File: config.mk
export PLATFORM = sky130hd
export DESIGN_NAME = slotmaker_cfg_master
export DESIGN_NICKNAME = d
export VERILOG_FILES = /design/src/rtl/slotmaker_cfg_master.sv
export SDC_FILE = /design/constraint.sdc
export NUM_CORES = 1
export LEC_CHECK = 0
export BUFFER_PORTS_ARGS = -buffer_cell sky130_fd_sc_hd__buf_2
export CAP_MARGIN = 25
export CORE_AREA = 2 2 108 110
export DETAILED_ROUTE_END_ITERATION = 10
export DIE_AREA = 0 0 110 112
export GPL_TIMING_DRIVEN = 1
export PLACE_DENSITY = 0.78
export SETUP_SLACK_MARGIN = 0.1
export SYNTH_ARGS = -nofsm -noshare
export SYNTH_HDL_FRONTEND = slang
export SYNTH_SLANG_ARGS = --single-unit
export TNS_END_PERCENT = 1
File: constraint.sdc
create_clock -name clk_logic -period 3.1 [get_ports clk_logic]
set_input_delay 0.465 -clock clk_logic [delete_from_list [all_inputs] [get_ports clk_logic]]
set_output_delay 0.465 -clock clk_logic [all_outputs]
set_load 0.02 [all_outputs]
File: src/rtl/slotmaker_cfg_master.sv
// rtl/slotmaker_cfg_master.sv - slot-table configuration master: default load, host read/write, shadow map
module slotmaker_cfg_master #(
    parameter logic [63:0] DEFAULT_CARDS = 64'h05_00_00_02_00_00_03_00
) (
    input  logic        clk_logic,
    input  logic        system_reset,
    input  logic        req_valid,
    output logic        req_ready,
    input  logic        req_write,
    input  logic [2:0]  req_slot,
    input  logic [7:0]  req_card,
    input  logic        lock_i,
    output logic        rsp_valid,
    output logic [7:0]  rsp_card,
    output logic        rsp_err,
    output logic [2:0]  cfg_slot,
    output logic [7:0]  cfg_card_i,
    output logic        cfg_wr,
    input  logic [7:0]  cfg_card_o,
    output logic [63:0] slot_map,
    output logic        map_changed,
    output logic        busy
);

    typedef enum logic [2:0] {S_INIT, S_IDLE, S_ISSUE, S_WAIT, S_RESP} state_t;

    state_t      r_state;
    state_t      w_next_state;
    logic [2:0]  r_cnt;

    logic        r_write;
    logic [2:0]  r_slot;
    logic [7:0]  r_card;
    logic        r_lock;

    logic        r_req_ready, w_req_ready;
    logic        r_rsp_valid, w_rsp_valid;
    logic [7:0]  r_rsp_card,  w_rsp_card;
    logic        r_rsp_err,   w_rsp_err;
    logic [2:0]  r_cfg_slot,  w_cfg_slot;
    logic [7:0]  r_cfg_card,  w_cfg_card;
    logic        r_cfg_wr,    w_cfg_wr;
    logic [63:0] r_slot_map,  w_slot_map;
    logic        r_map_chg,   w_map_chg;
    logic        r_busy,      w_busy;

    logic        w_accept;
    logic        w_write_ok;
    logic [7:0]  w_old_card;
    logic [7:0]  w_new_card;

    assign w_accept   = req_valid && r_req_ready && (r_state == S_IDLE);
    assign w_write_ok = r_write && !r_lock;
    assign w_old_card = r_slot_map[{r_slot, 3'b000} +: 8];
    // A locked write degrades to a read, so it resyncs the shadow like any read.
    assign w_new_card = w_write_ok ? r_card : cfg_card_o;

    always_ff @(posedge clk_logic) begin
        if (system_reset) begin
            r_state <= S_INIT;
            r_cnt   <= 3'd0;
        end else begin
            r_state <= w_next_state;
            if (r_state == S_INIT) begin
                r_cnt <= r_cnt + 3'd1;
            end
        end
    end

    always_comb begin
        w_next_state = r_state;
        case (r_state)
            S_INIT:  if (r_cnt == 3'd7) w_next_state = S_IDLE;
            S_IDLE:  if (w_accept)      w_next_state = S_ISSUE;
            S_ISSUE: w_next_state = S_WAIT;
            S_WAIT:  w_next_state = S_RESP;
            S_RESP:  w_next_state = S_IDLE;
            default: w_next_state = S_INIT;
        endcase
    end

    always_comb begin
        w_req_ready = r_req_ready;
        w_rsp_valid = r_rsp_valid;
        w_rsp_card  = r_rsp_card;
        w_rsp_err   = r_rsp_err;
        w_cfg_slot  = r_cfg_slot;
        w_cfg_card  = r_cfg_card;
        w_cfg_wr    = r_cfg_wr;
        w_slot_map  = r_slot_map;
        w_map_chg   = r_map_chg;
        w_busy      = r_busy;
        case (r_state)
            S_INIT: begin
                w_cfg_wr    = 1'b1;
                w_cfg_slot  = r_cnt;
                w_cfg_card  = DEFAULT_CARDS[{r_cnt, 3'b000} +: 8];
                w_req_ready = 1'b0;
                w_busy      = 1'b1;
            end
            S_IDLE: begin
                w_cfg_wr    = 1'b0;
                w_req_ready = 1'b1;
                w_busy      = 1'b0;
                w_rsp_valid = 1'b0;
                w_rsp_err   = 1'b0;
                w_map_chg   = 1'b0;
                if (w_accept) begin
                    w_req_ready = 1'b0;
                    w_busy      = 1'b1;
                    w_cfg_slot  = req_slot;
                    w_cfg_wr    = req_write && !lock_i;
                    if (req_write && !lock_i) begin
                        w_cfg_card = req_card;
                    end
                end
            end
            S_ISSUE: begin
                w_cfg_wr = 1'b0;
            end
            S_WAIT: begin
                w_rsp_valid = 1'b1;
                w_rsp_card  = cfg_card_o;
                w_rsp_err   = r_write && r_lock;
                w_slot_map[{r_slot, 3'b000} +: 8] = w_new_card;
                w_map_chg   = (w_new_card != w_old_card);
            end
            S_RESP: begin
                w_rsp_valid = 1'b0;
                w_rsp_err   = 1'b0;
                w_map_chg   = 1'b0;
                w_req_ready = 1'b1;
                w_busy      = 1'b0;
            end
            default: begin
                w_cfg_wr = 1'b0;
            end
        endcase
    end

    always_ff @(posedge clk_logic) begin
        if (system_reset) begin
            r_write <= 1'b0;
            r_slot  <= 3'd0;
            r_card  <= 8'd0;
            r_lock  <= 1'b0;
        end else if (w_accept) begin
            r_write <= req_write;
            r_slot  <= req_slot;
            r_card  <= req_card;
            r_lock  <= lock_i;
        end
    end

    always_ff @(posedge clk_logic) begin
        if (system_reset) begin
            r_req_ready <= 1'b0;
            r_rsp_valid <= 1'b0;
            r_rsp_card  <= 8'd0;
            r_rsp_err   <= 1'b0;
            r_cfg_slot  <= 3'd0;
            r_cfg_card  <= 8'd0;
            r_cfg_wr    <= 1'b0;
            r_slot_map  <= DEFAULT_CARDS;
            r_map_chg   <= 1'b0;
            r_busy      <= 1'b1;
        end else begin
            r_req_ready <= w_req_ready;
            r_rsp_valid <= w_rsp_valid;
            r_rsp_card  <= w_rsp_card;
            r_rsp_err   <= w_rsp_err;
            r_cfg_slot  <= w_cfg_slot;
            r_cfg_card  <= w_cfg_card;
            r_cfg_wr    <= w_cfg_wr;
            r_slot_map  <= w_slot_map;
            r_map_chg   <= w_map_chg;
            r_busy      <= w_busy;
        end
    end

    assign req_ready   = r_req_ready;
    assign rsp_valid   = r_rsp_valid;
    assign rsp_card    = r_rsp_card;
    assign rsp_err     = r_rsp_err;
    assign cfg_slot    = r_cfg_slot;
    assign cfg_card_i  = r_cfg_card;
    assign cfg_wr      = r_cfg_wr;
    assign slot_map    = r_slot_map;
    assign map_changed = r_map_chg;
    assign busy        = r_busy;

endmodule

==> impl_summary.txt, run 1 <==
----------------------------------------------------
[Power and ir drop]
  Max rail drop VDD ... 275.6 uV
  Pwr dens ... 456.3 nW/um^2
  Total leakage power ... 2.352 nW

[Yosys]
  Unique cell type count in the Yosys netlist ... 44
  Count of flip-flops with a built-in enable after synthesis ... 0
  Sequential-to-total area share from yosys stat ... 44.36%
  Number of warning messages in the yosys log ... 0
  Post-Synthesis Cells ... 568
  Primary flip-flop cell chosen by synthesis mapping ... dfxtp_1
  Share of async-settable or async-resettable flops after synthesis ... 0%
  Mapped Area ... 4873 um^2
  Count of state elements after synthesis ... 108
  Net count after synthesis ... 599
  Mean Syn Cell Area ... 8.580 um^2

[Finish]
  Final Core Density ... 52.07%
  Final std cell area, no fill ... 5818 um^2
  Number of diodes ... 0
  Commonest non-fill, non-tap cell in the layout ... nor2_1
  Proportion of layout cells with a drive suffix above 1 ... 22.17%
  Final instance count without filler cells ... 815
  Area growth from synthesis to layout ... 19.38%
  Most used cells in the layout excluding fill and tap cells ... nor2_1 (146), buf_2 (112), dfxtp_1 (108)
  Nets ... 698
  Fill cell count ... 1025

[Status]
  Run status ... finished clean

[Floorplanning]
  DIE HEIGHT ... 112 um
  Placeable core region ... 11170 um^2
  IO Count ... 113
  Starting Density ... 43.61%
  Die Outline Area ... 12320 um^2
  Die width ... 110 um
  Site Rows ... 39

[Clocking]
  Clock buffers created by TritonCTS ... 9
  Post-CTS clock slew at the launch and capture registers of the worst setup and hold paths ... 0.07 ns
  Clock Path Buffers ... 2
  Post-CTS sizing ... 0
  Clk Tree Root Cell ... clkbuf_16
  Clk sink count ... 108
  Number of hold-repair buffers added at the cts stage ... 0
  H-Tree Depth ... 3
  Clock latency on the worst-skew pair ... 0.35 ns
  TritonCTS clock tree ... done
  Setup Fix Bufs, Post-CTS ... 0

[STA]
  Worst setup skew after layout ... 0.007578 ns
  Highest attainable clock frequency ... 392.8 MHz
  Final worst path period need ... 2.546 ns
  Final hold violation count ... 0
  Tightest Pin Transition ... 0.8591 ns
  Number of slew-limit violations in the final report ... 0
  RSZ-0062 raised after global routing ... no
  Setup TNS after final layout ... 0 ns
  Min setup slack post-route ... 0.5542 ns
  Max_slew headroom ... 42.72%
  Crit share post-route ... 82.12%
  Count of endpoints failing setup in the final report ... 0

[Hold path]
  HP Class ... input pin to flip-flop

[Critical path]
  Worst EP required ... 3.30 ns
  WP data arrival ... 2.75 ns
  Maximum fanout along the worst path ... 29
  Launching element type of the critical path ... flip-flop
  Worst Setup Path Type ... flip-flop to flip-flop
  Endpoint type of the worst setup path ... flip-flop

[Flow run]
  Total of max-cap violations ... 0

[Place]
  Total cell area at the placement stage ... 5533 um^2
  Post-placement setup slack ... 0.6372 ns
  Port Buf Inserts ... 112
  Placed Cells incl. Taps ... 799
  Final RePlAce weighted congestion ... 0.8930
  HPWL after DPL ... 10.19 mm

[Drt]
  Total iterations of the first detailed-routing run ... 5
  Per-cell routed wire length ... 17.25 um
  Drt total wl ... 14.06 mm
  Vias per std cell ... 5.455
  Iter 0 DRT Violations ... 353
  # DRC ... 0
  ANT nets after route ... 0
  Via Count ... 4446

[Global route]
  Wire length of the first global-routing pass ... 21.83 mm
  Overall fraction of global-route tracks in use ... 22.85%
  Maximum number of pins on one net before global-route repair ... 45
  Initial antenna violation count ... 0
  GR Overflow Total ... 0
  Vias in the first global route ... 4236

----------------------------------------------------
==> power breakdown <==
group          internal [mW]  total (mW)  switching (mW)
Clock                  0.579        1.12           0.540
Combinational         0.0465       0.132          0.0857
Sequential              1.40        1.40         0.00785
Total                   2.02        2.65           0.634
==> critical path: stages, from the launching register on <==
cell and delay (ns):
dfxtp_1 0.33, buf_4 0.42, mux2i_1 0.15, a22oi_1 0.40, a21oi_1 0.12, or4_1 0.53
nor4_1 0.34, o31ai_1 0.10
==> per-layer routing <==
| metal | GRT usage [%] | wire length, um | up-vias |
|---|---|---|---|
| met2 | 38.08 | 6822 | 170 |
| li1 | - | - | 2162 |
| met1 | 29.47 | 5922 | 2102 |
| met5 | 0 | 0 | - |
| met4 | 7.089 | 172 | 0 |
| met3 | 4.567 | 1137 | 12 |
==> worst paths after layout <==
path                                     from       endpoint  slack [ns]  cells past startpoint
worst max register to register      r_slot[1]    map_changed        0.55                      7
worst min register to register  cfg_card_i[3]  cfg_card_i[3]        0.47                      2
worst max-delay path                r_slot[1]    map_changed        0.55                      7
worst min-delay path              req_card[4]  cfg_card_i[4]        0.37                      3
==> through the flow <==
stage / hold slack [ns] / power, mW
after global placement: 0.4430 / 1.564
after global routing: 0.3686 / 2.714
after floorplan: 0.4530 / 1.507
after detailed placement: 0.4573 / 1.567
final: 0.3663 / 2.655
after CTS: 0.3643 / 2.657
==> state kept, by name, indices dropped and copies added, names as in the netlist <==
signal and cells:
rsp_card 8, r_slot 3, slot_map 64, map_changed 1, rsp_err 1, busy 1, r_state 3, cfg_card_i 8
r_lock 1, r_write 1, cfg_slot 3, r_card 8, req_ready 1, r_cnt 3, rsp_valid 1, cfg_wr 1
==> layout make-up <==
cell class | instances | area, um^2 | share of cell area [%]
multi-input combinational | 416 | 2495 | 42.88
inverter | 7 | 26.28 | 0.4516
sequential | 108 | 2162 | 37.16
clock inverter | 5 | 42.54 | 0.7312
clock buffer | 11 | 242.7 | 4.172
tap | 143 | 178.9 | 3.075
timing repair buffer | 125 | 670.6 | 11.53
==> Yosys cell counts (all sizes together) (3+ instances only) <==
| cell type | count | share of area, % |
|---|---|---|
| a21oi | 63 | 6.5 |
| a211oi | 11 | 1.7 |
| nand2b | 6 | 0.77 |
| a211o | 5 | 0.90 |
| buf | 14 | 2.1 |
| nor3 | 4 | 0.41 |
| nand4 | 3 | 0.39 |
| clkbuf | 23 | 1.8 |
| mux2i | 71 | 15 |
| dfxtp | 108 | 44 |
| and3 | 3 | 0.39 |
| nand3 | 12 | 1.2 |
| a21o | 3 | 0.46 |
| nand2 | 33 | 2.5 |
| nand3b | 3 | 0.46 |
| nor3b | 3 | 0.46 |
| nor2 | 146 | 11 |
| inv | 7 | 0.54 |
| a22oi | 8 | 1.2 |
| o22ai | 4 | 0.51 |
| o21ai | 5 | 0.51 |
| ha | 7 | 1.8 |
| nor2b | 4 | 0.67 |
==> cells by family after synthesis <==
group / count (synthesis) / synth area share, %
AOI/OAI and AO/OA: 105 / 12.79
xor gates and xnor gates: 2 / 0.3595
adders and majority gates: 7 / 1.797
buffers and inverters: 44 / 4.442
DFF: 108 / 44.36
muxes: 73 / 15.84
and+or+nand+nor: 229 / 20.41
Note: power is estimated with default switching activity, not from simulation.
==> inputs of run 2 (changes only) <==
Clock period 3.1 ns to 2.5 ns, I/O delays scaled along.
==> run 2 against run 1 <==
- core utilization rose by 1.1 points
- fmax rose by 10%
- critical endpoint unchanged
- highest routed layer unchanged
- largest power group unchanged
- clock power rose by 20%
==> impl_summary.txt, run 2 (synthesized netlist as in run 1, its figures left out) <==
----------------------------------------------------
[Status]
  Run status ... finished clean

[STA]
  Count of endpoints failing setup in the final report ... 0
  Final worst path period need ... 2.306 ns
  Number of slew-limit violations in the final report ... 0
  RSZ-0062 raised after global routing ... yes
  Final hold violation count ... 0
  Tightest Pin Transition ... 0.6956 ns
  Worst setup skew after layout ... 0.009659 ns
  Crit share post-route ... 92.24%
  Max_slew headroom ... 53.63%
  Setup TNS after final layout ... 0 ns
  Highest attainable clock frequency ... 433.6 MHz

[Global route]
  Vias in the first global route ... 4070
  Wire length of the first global-routing pass ... 21.60 mm
  Overall fraction of global-route tracks in use ... 22.85%
  Maximum number of pins on one net before global-route repair ... 41
  GR Overflow Total ... 0
  Initial antenna violation count ... 0

[Finish]
  Number of diodes ... 0
  Proportion of layout cells with a drive suffix above 1 ... 24.27%
  Commonest non-fill, non-tap cell in the layout ... nor2_1
  Most used cells in the layout excluding fill and tap cells ... nor2_1 (145), buf_2 (112), dfxtp_1 (107)
  Final Core Density ... 53.13%
  Area growth from synthesis to layout ... 21.82%
  Number of flip-flops under the largest register name ... 64
  Nets ... 711
  Final std cell area, no fill ... 5937 um^2

[Power and ir drop]
  Max rail drop VDD ... 307.6 uV
  Pwr dens ... 547.3 nW/um^2
  Total leakage power ... 2.417 nW

[Clocking]
  Clock Path Buffers ... 2
  Setup Fix Bufs, Post-CTS ... 0
  Clk Tree Root Cell ... clkbuf_16
  H-Tree Depth ... 3
  Clock latency on the worst-skew pair ... 0.35 ns
  TritonCTS clock tree ... done
  Clock buffers created by TritonCTS ... 9
  Clk sink count ... 108
  Post-CTS clock slew at the launch and capture registers of the worst setup and hold paths ... 0.07 ns

[Critical path]
  Buffer and inverter count on the worst path ... 1
  Launching element type of the critical path ... flip-flop
  WP data arrival ... 2.54 ns
  Worst-case register-to-register setup slack ... 0.19 ns
  Worst Setup Path Type ... flip-flop to flip-flop
  Endpoint type of the worst setup path ... flip-flop
  Max incr delay on CP ... 0.51 ns
  Maximum fanout along the worst path ... 12
  Kind of cell adding the most delay to the critical path ... simple AND/OR/NAND/NOR gates
  Cell chain of the critical path ... buf_4 -> mux2i_1 -> a22oi_1 -> and3_1 -> or4_1 -> nor4_1 -> o31ai_1
  CP max stage cell ... or4_1
  Worst EP required ... 2.73 ns

[Floorplanning]
  Placeable core region ... 11170 um^2
  DIE HEIGHT ... 112 um
  Die Outline Area ... 12320 um^2
  Starting Density ... 43.61%
  IO Count ... 113
  Site Rows ... 39
  Die width ... 110 um

[Flow run]
  Total of max-cap violations ... 0

[Drt]
  Total iterations of the first detailed-routing run ... 5
  Drt total wl ... 13.72 mm
  Per-cell routed wire length ... 16.59 um
  Vias per std cell ... 5.301
  Via Count ... 4384
  # DRC ... 0
  Iter 0 DRT Violations ... 390
  ANT nets after route ... 0

[Place]
  Total cell area at the placement stage ... 5657 um^2
  Final RePlAce weighted congestion ... 0.9446
  HPWL after DPL ... 10.38 mm
  Port Buf Inserts ... 112

[Hold path]
  HP Class ... input pin to flip-flop

----------------------------------------------------
run 2: layer usage:
metal  share of wire, %  up-vias  routed length [um]  track usage, %
li1                   -     2174                   -               -
met3                5.1       25                 696           3.279
met2                 48      145                6532           35.46
met5                  0        -                   0               0
met4                2.4        0                 325           9.367
met1                 45     2040                6168           31.66
run 2: metrics by stage:
stage,std cells,hold WS (ns),setup slack (ns),power (mW)
finish,827,0.2807,0.1939,3.249
global route,827,0.2911,0.08453,3.368
CTS,827,0.2735,0.2365,3.265
detailed placement,812,0.4531,0.2496,1.947
global placement,812,0.4430,0.2222,1.942
floorplan,568,0.4530,0.1009,1.869
run 2: worst paths after layout:
| path | cells past startpoint | from | to |
|---|---|---|---|
| worst max-delay path | 7 | r_slot[1] | map_changed |
| worst min-delay path | 3 | req_card[5] | cfg_card_i[5] |
| worst max register to register | 7 | r_slot[1] | map_changed |
| worst min register to register | 2 | cfg_card_i[7] | cfg_card_i[7] |
run 2: cell type report:
| type | count | area (um^2) |
|---|---|---|
| tap | 143 | 178.9 |
| timing repair buffer | 138 | 780.7 |
| inverter | 7 | 26.28 |
| clock inverter | 5 | 38.79 |
| sequential | 108 | 2163 |
| multi-input combinational | 416 | 2510 |
| clock buffer | 10 | 239.0 |
| fill | 1019 | 5238 |
run 2: what timing repair did:
item,in CTS,in global routing
endpoints found under the setup margin,0,9
gates resized for setup,0,1
hold buffers,0,0
run 2: worst min-delay path: cells and delay by family:
family	cells	cell delay, ns
buf+inv	1	0.11
simple gates	1	0.05
compound gates	1	0.05
run 2: report_power, final:
part	switching [mW]	total [mW]	leakage, nW	internal (mW)
clock	0.640	1.34	0.135	0.701
combinational	0.105	0.167	1.41	0.0623
sequential	0.00915	1.74	0.872	1.73
total	0.754	3.25	2.42	2.49
==> inputs of run 3 (changes only) <==
Settings changed: CELL_PAD_IN_SITES_DETAIL_PLACEMENT set to 0, CELL_PAD_IN_SITES_GLOBAL_PLACEMENT set to 1, CORE_AREA 2 2 108 110 to 2 2 122 124, DIE_AREA 0 0 110 112 to 0 0 124 126, PLACE_DENSITY 0.78 to 0.81.
==> run 3 against run 2 <==
- setup slack worse by 0.051 ns
- cell count is 5.1% higher
- wire length is 6.1% higher
- clock skew is 0.00092 ns higher
- total power is 1.0% higher
- sequential share of layout area is 0.24 points lower
- combinational power hardly changed
- highest routed layer unchanged
- first-iteration DRC count is 42% lower
- global-route usage is 3.8 points lower
- register-to-register slack worse by 0.05 ns
==> impl_summary.txt, run 3 (synthesized netlist as in run 1, its figures left out) <==
----------------------------------------------------
[Status]
  Run status ... finished clean

[Drt]
  # DRC ... 0
  ANT nets after route ... 0
  Via Count ... 4446
  Iter 0 DRT Violations ... 228
  Per-cell routed wire length ... 16.76 um
  Vias per std cell ... 5.116
  Drt total wl ... 14.57 mm
  Total iterations of the first detailed-routing run ... 5

[Finish]
  Proportion of layout cells with a drive suffix above 1 ... 24.23%
  Number of flip-flops under the largest register name ... 64
  Area growth from synthesis to layout ... 22.64%
  Nets ... 711
  Fill cell count ... 1447
  Number of diodes ... 0
  Most used cells in the layout excluding fill and tap cells ... nor2_1 (145), buf_2 (112), dfxtp_1 (107)
  Commonest non-fill, non-tap cell in the layout ... nor2_1

[Global route]
  Initial antenna violation count ... 0
  Vias in the first global route ... 4256
  Overall fraction of global-route tracks in use ... 19.03%
  GR Overflow Total ... 0
  Wire length of the first global-routing pass ... 22.98 mm
  Maximum number of pins on one net before global-route repair ... 41

[Clocking]
  Clock buffers created by TritonCTS ... 9
  Post-CTS clock slew at the launch and capture registers of the worst setup and hold paths ... 0.08 ns
  Clock Path Buffers ... 2
  Clock latency on the worst-skew pair ... 0.35 ns
  H-Tree Depth ... 3
  Clk Tree Root Cell ... clkbuf_16
  TritonCTS clock tree ... done
  Clk sink count ... 108

[Critical path]
  Endpoint type of the worst setup path ... flip-flop
  WP data arrival ... 2.57 ns
  Maximum fanout along the worst path ... 12
  Launching element type of the critical path ... flip-flop
  Worst EP required ... 2.72 ns
  Worst Setup Path Type ... flip-flop to flip-flop

[Floorplanning]
  DIE HEIGHT ... 126 um
  Placeable core region ... 14310 um^2
  Starting Density ... 34.05%
  IO Count ... 113
  Die width ... 124 um
  Die Outline Area ... 15620 um^2
  Site Rows ... 44

[STA]
  Count of endpoints failing setup in the final report ... 0
  Worst setup skew after layout ... 0.01058 ns
  RSZ-0062 raised after global routing ... yes
  Final worst path period need ... 2.357 ns
  Setup TNS after final layout ... 0 ns
  Highest attainable clock frequency ... 424.3 MHz
  Tightest Pin Transition ... 0.5934 ns
  Max_slew headroom ... 60.44%
  Crit share post-route ... 94.28%
  Final Hold Slack ... 0.2723 ns
  Final hold violation count ... 0
  Number of slew-limit violations in the final report ... 0

[Place]
  HPWL after DPL ... 11.11 mm
  Port Buf Inserts ... 112
  Final RePlAce weighted congestion ... 0.9097

[Power and ir drop]
  Max rail drop VDD ... 304.0 uV
  Total leakage power ... 2.418 nW
  Pwr dens ... 549.2 nW/um^2

[Flow run]
  Total of max-cap violations ... 0

[Hold path]
  HP Class ... input pin to flip-flop

----------------------------------------------------
run 3: final timing paths:
check           startpoint           end  slack [ns]  cells past startpoint
max reg2reg      r_slot[1]  slot_map[10]        0.14                      8
max              r_slot[1]  slot_map[10]        0.14                      8
min reg2reg    rsp_card[6]   rsp_card[6]        0.46                      2
min          cfg_card_o[3]   rsp_card[3]        0.27                      3
run 3: cell type report:
class                           count  area (um^2)  area share [%]
Clock buffer                       11        242.7           4.061
Clock inverter                      5        36.28          0.6071
Inverter                            7        26.28          0.4396
Multi-Input combinational cell    416         2510           41.99
Sequential cell                   108         2163           36.19
Tap cell                          184        230.2           3.852
Timing Repair Buffer              138        768.2           12.85
run 3: stage by stage:
| step | setup WS, ns | instance area, um^2 | instances | util, % | power, mW |
|---|---|---|---|---|---|
| 2_1_floorplan | 0.1009 | 4921 | 568 | - | 1.869 |
| 3_3_place_gp | 0.2659 | 5695 | 853 | 39.79 | 1.945 |
| 3_5_place_dp | 0.2232 | 5695 | 853 | 39.79 | 1.947 |
| 4_1_cts | 0.2104 | 5974 | 869 | 41.74 | 3.298 |
| 5_1_grt | 0.003350 | 5977 | 869 | 41.76 | 3.396 |
| 6_report | 0.1430 | 5977 | 869 | 41.76 | 3.282 |
run 3: power breakdown:
part           total [mW]  leakage, nW  switching (mW)  internal [mW]
Clock                1.38        0.140           0.668          0.709
Sequential           1.74        0.872         0.00955           1.73
Combinational       0.165         1.41           0.105         0.0597
run 3: what timing repair did:
action / 4_1_cts / 5_1_grt
hold buffers: 0 / 0
resized for setup: 0 / 1
setup endpoints to repair: 0 / 21
buffers inserted: 0 / 0
run 3: routing by layer:
metal  vias to the layer above  global-route usage, %  part of all wire, %  routed length, um
met5                         -                      0                    0                  0
met4                         0                  5.882                  1.6                232
met3                        13                  3.533                  5.8                839
met2                       128                  30.67                   47               6910
met1                      2132                  25.74                   45               6583
li1                       2173                      -                    -                  -
run 3: critical path, cell delays in order (launching register included):
cell and delay (ns):
dfxtp_2 0.48, inv_1 0.07, ha_1 0.21, ha_1 0.38, nor3b_1 0.39, nand3_1 0.24
buf_4 0.25, a21oi_1 0.15, nor2_1 0.05
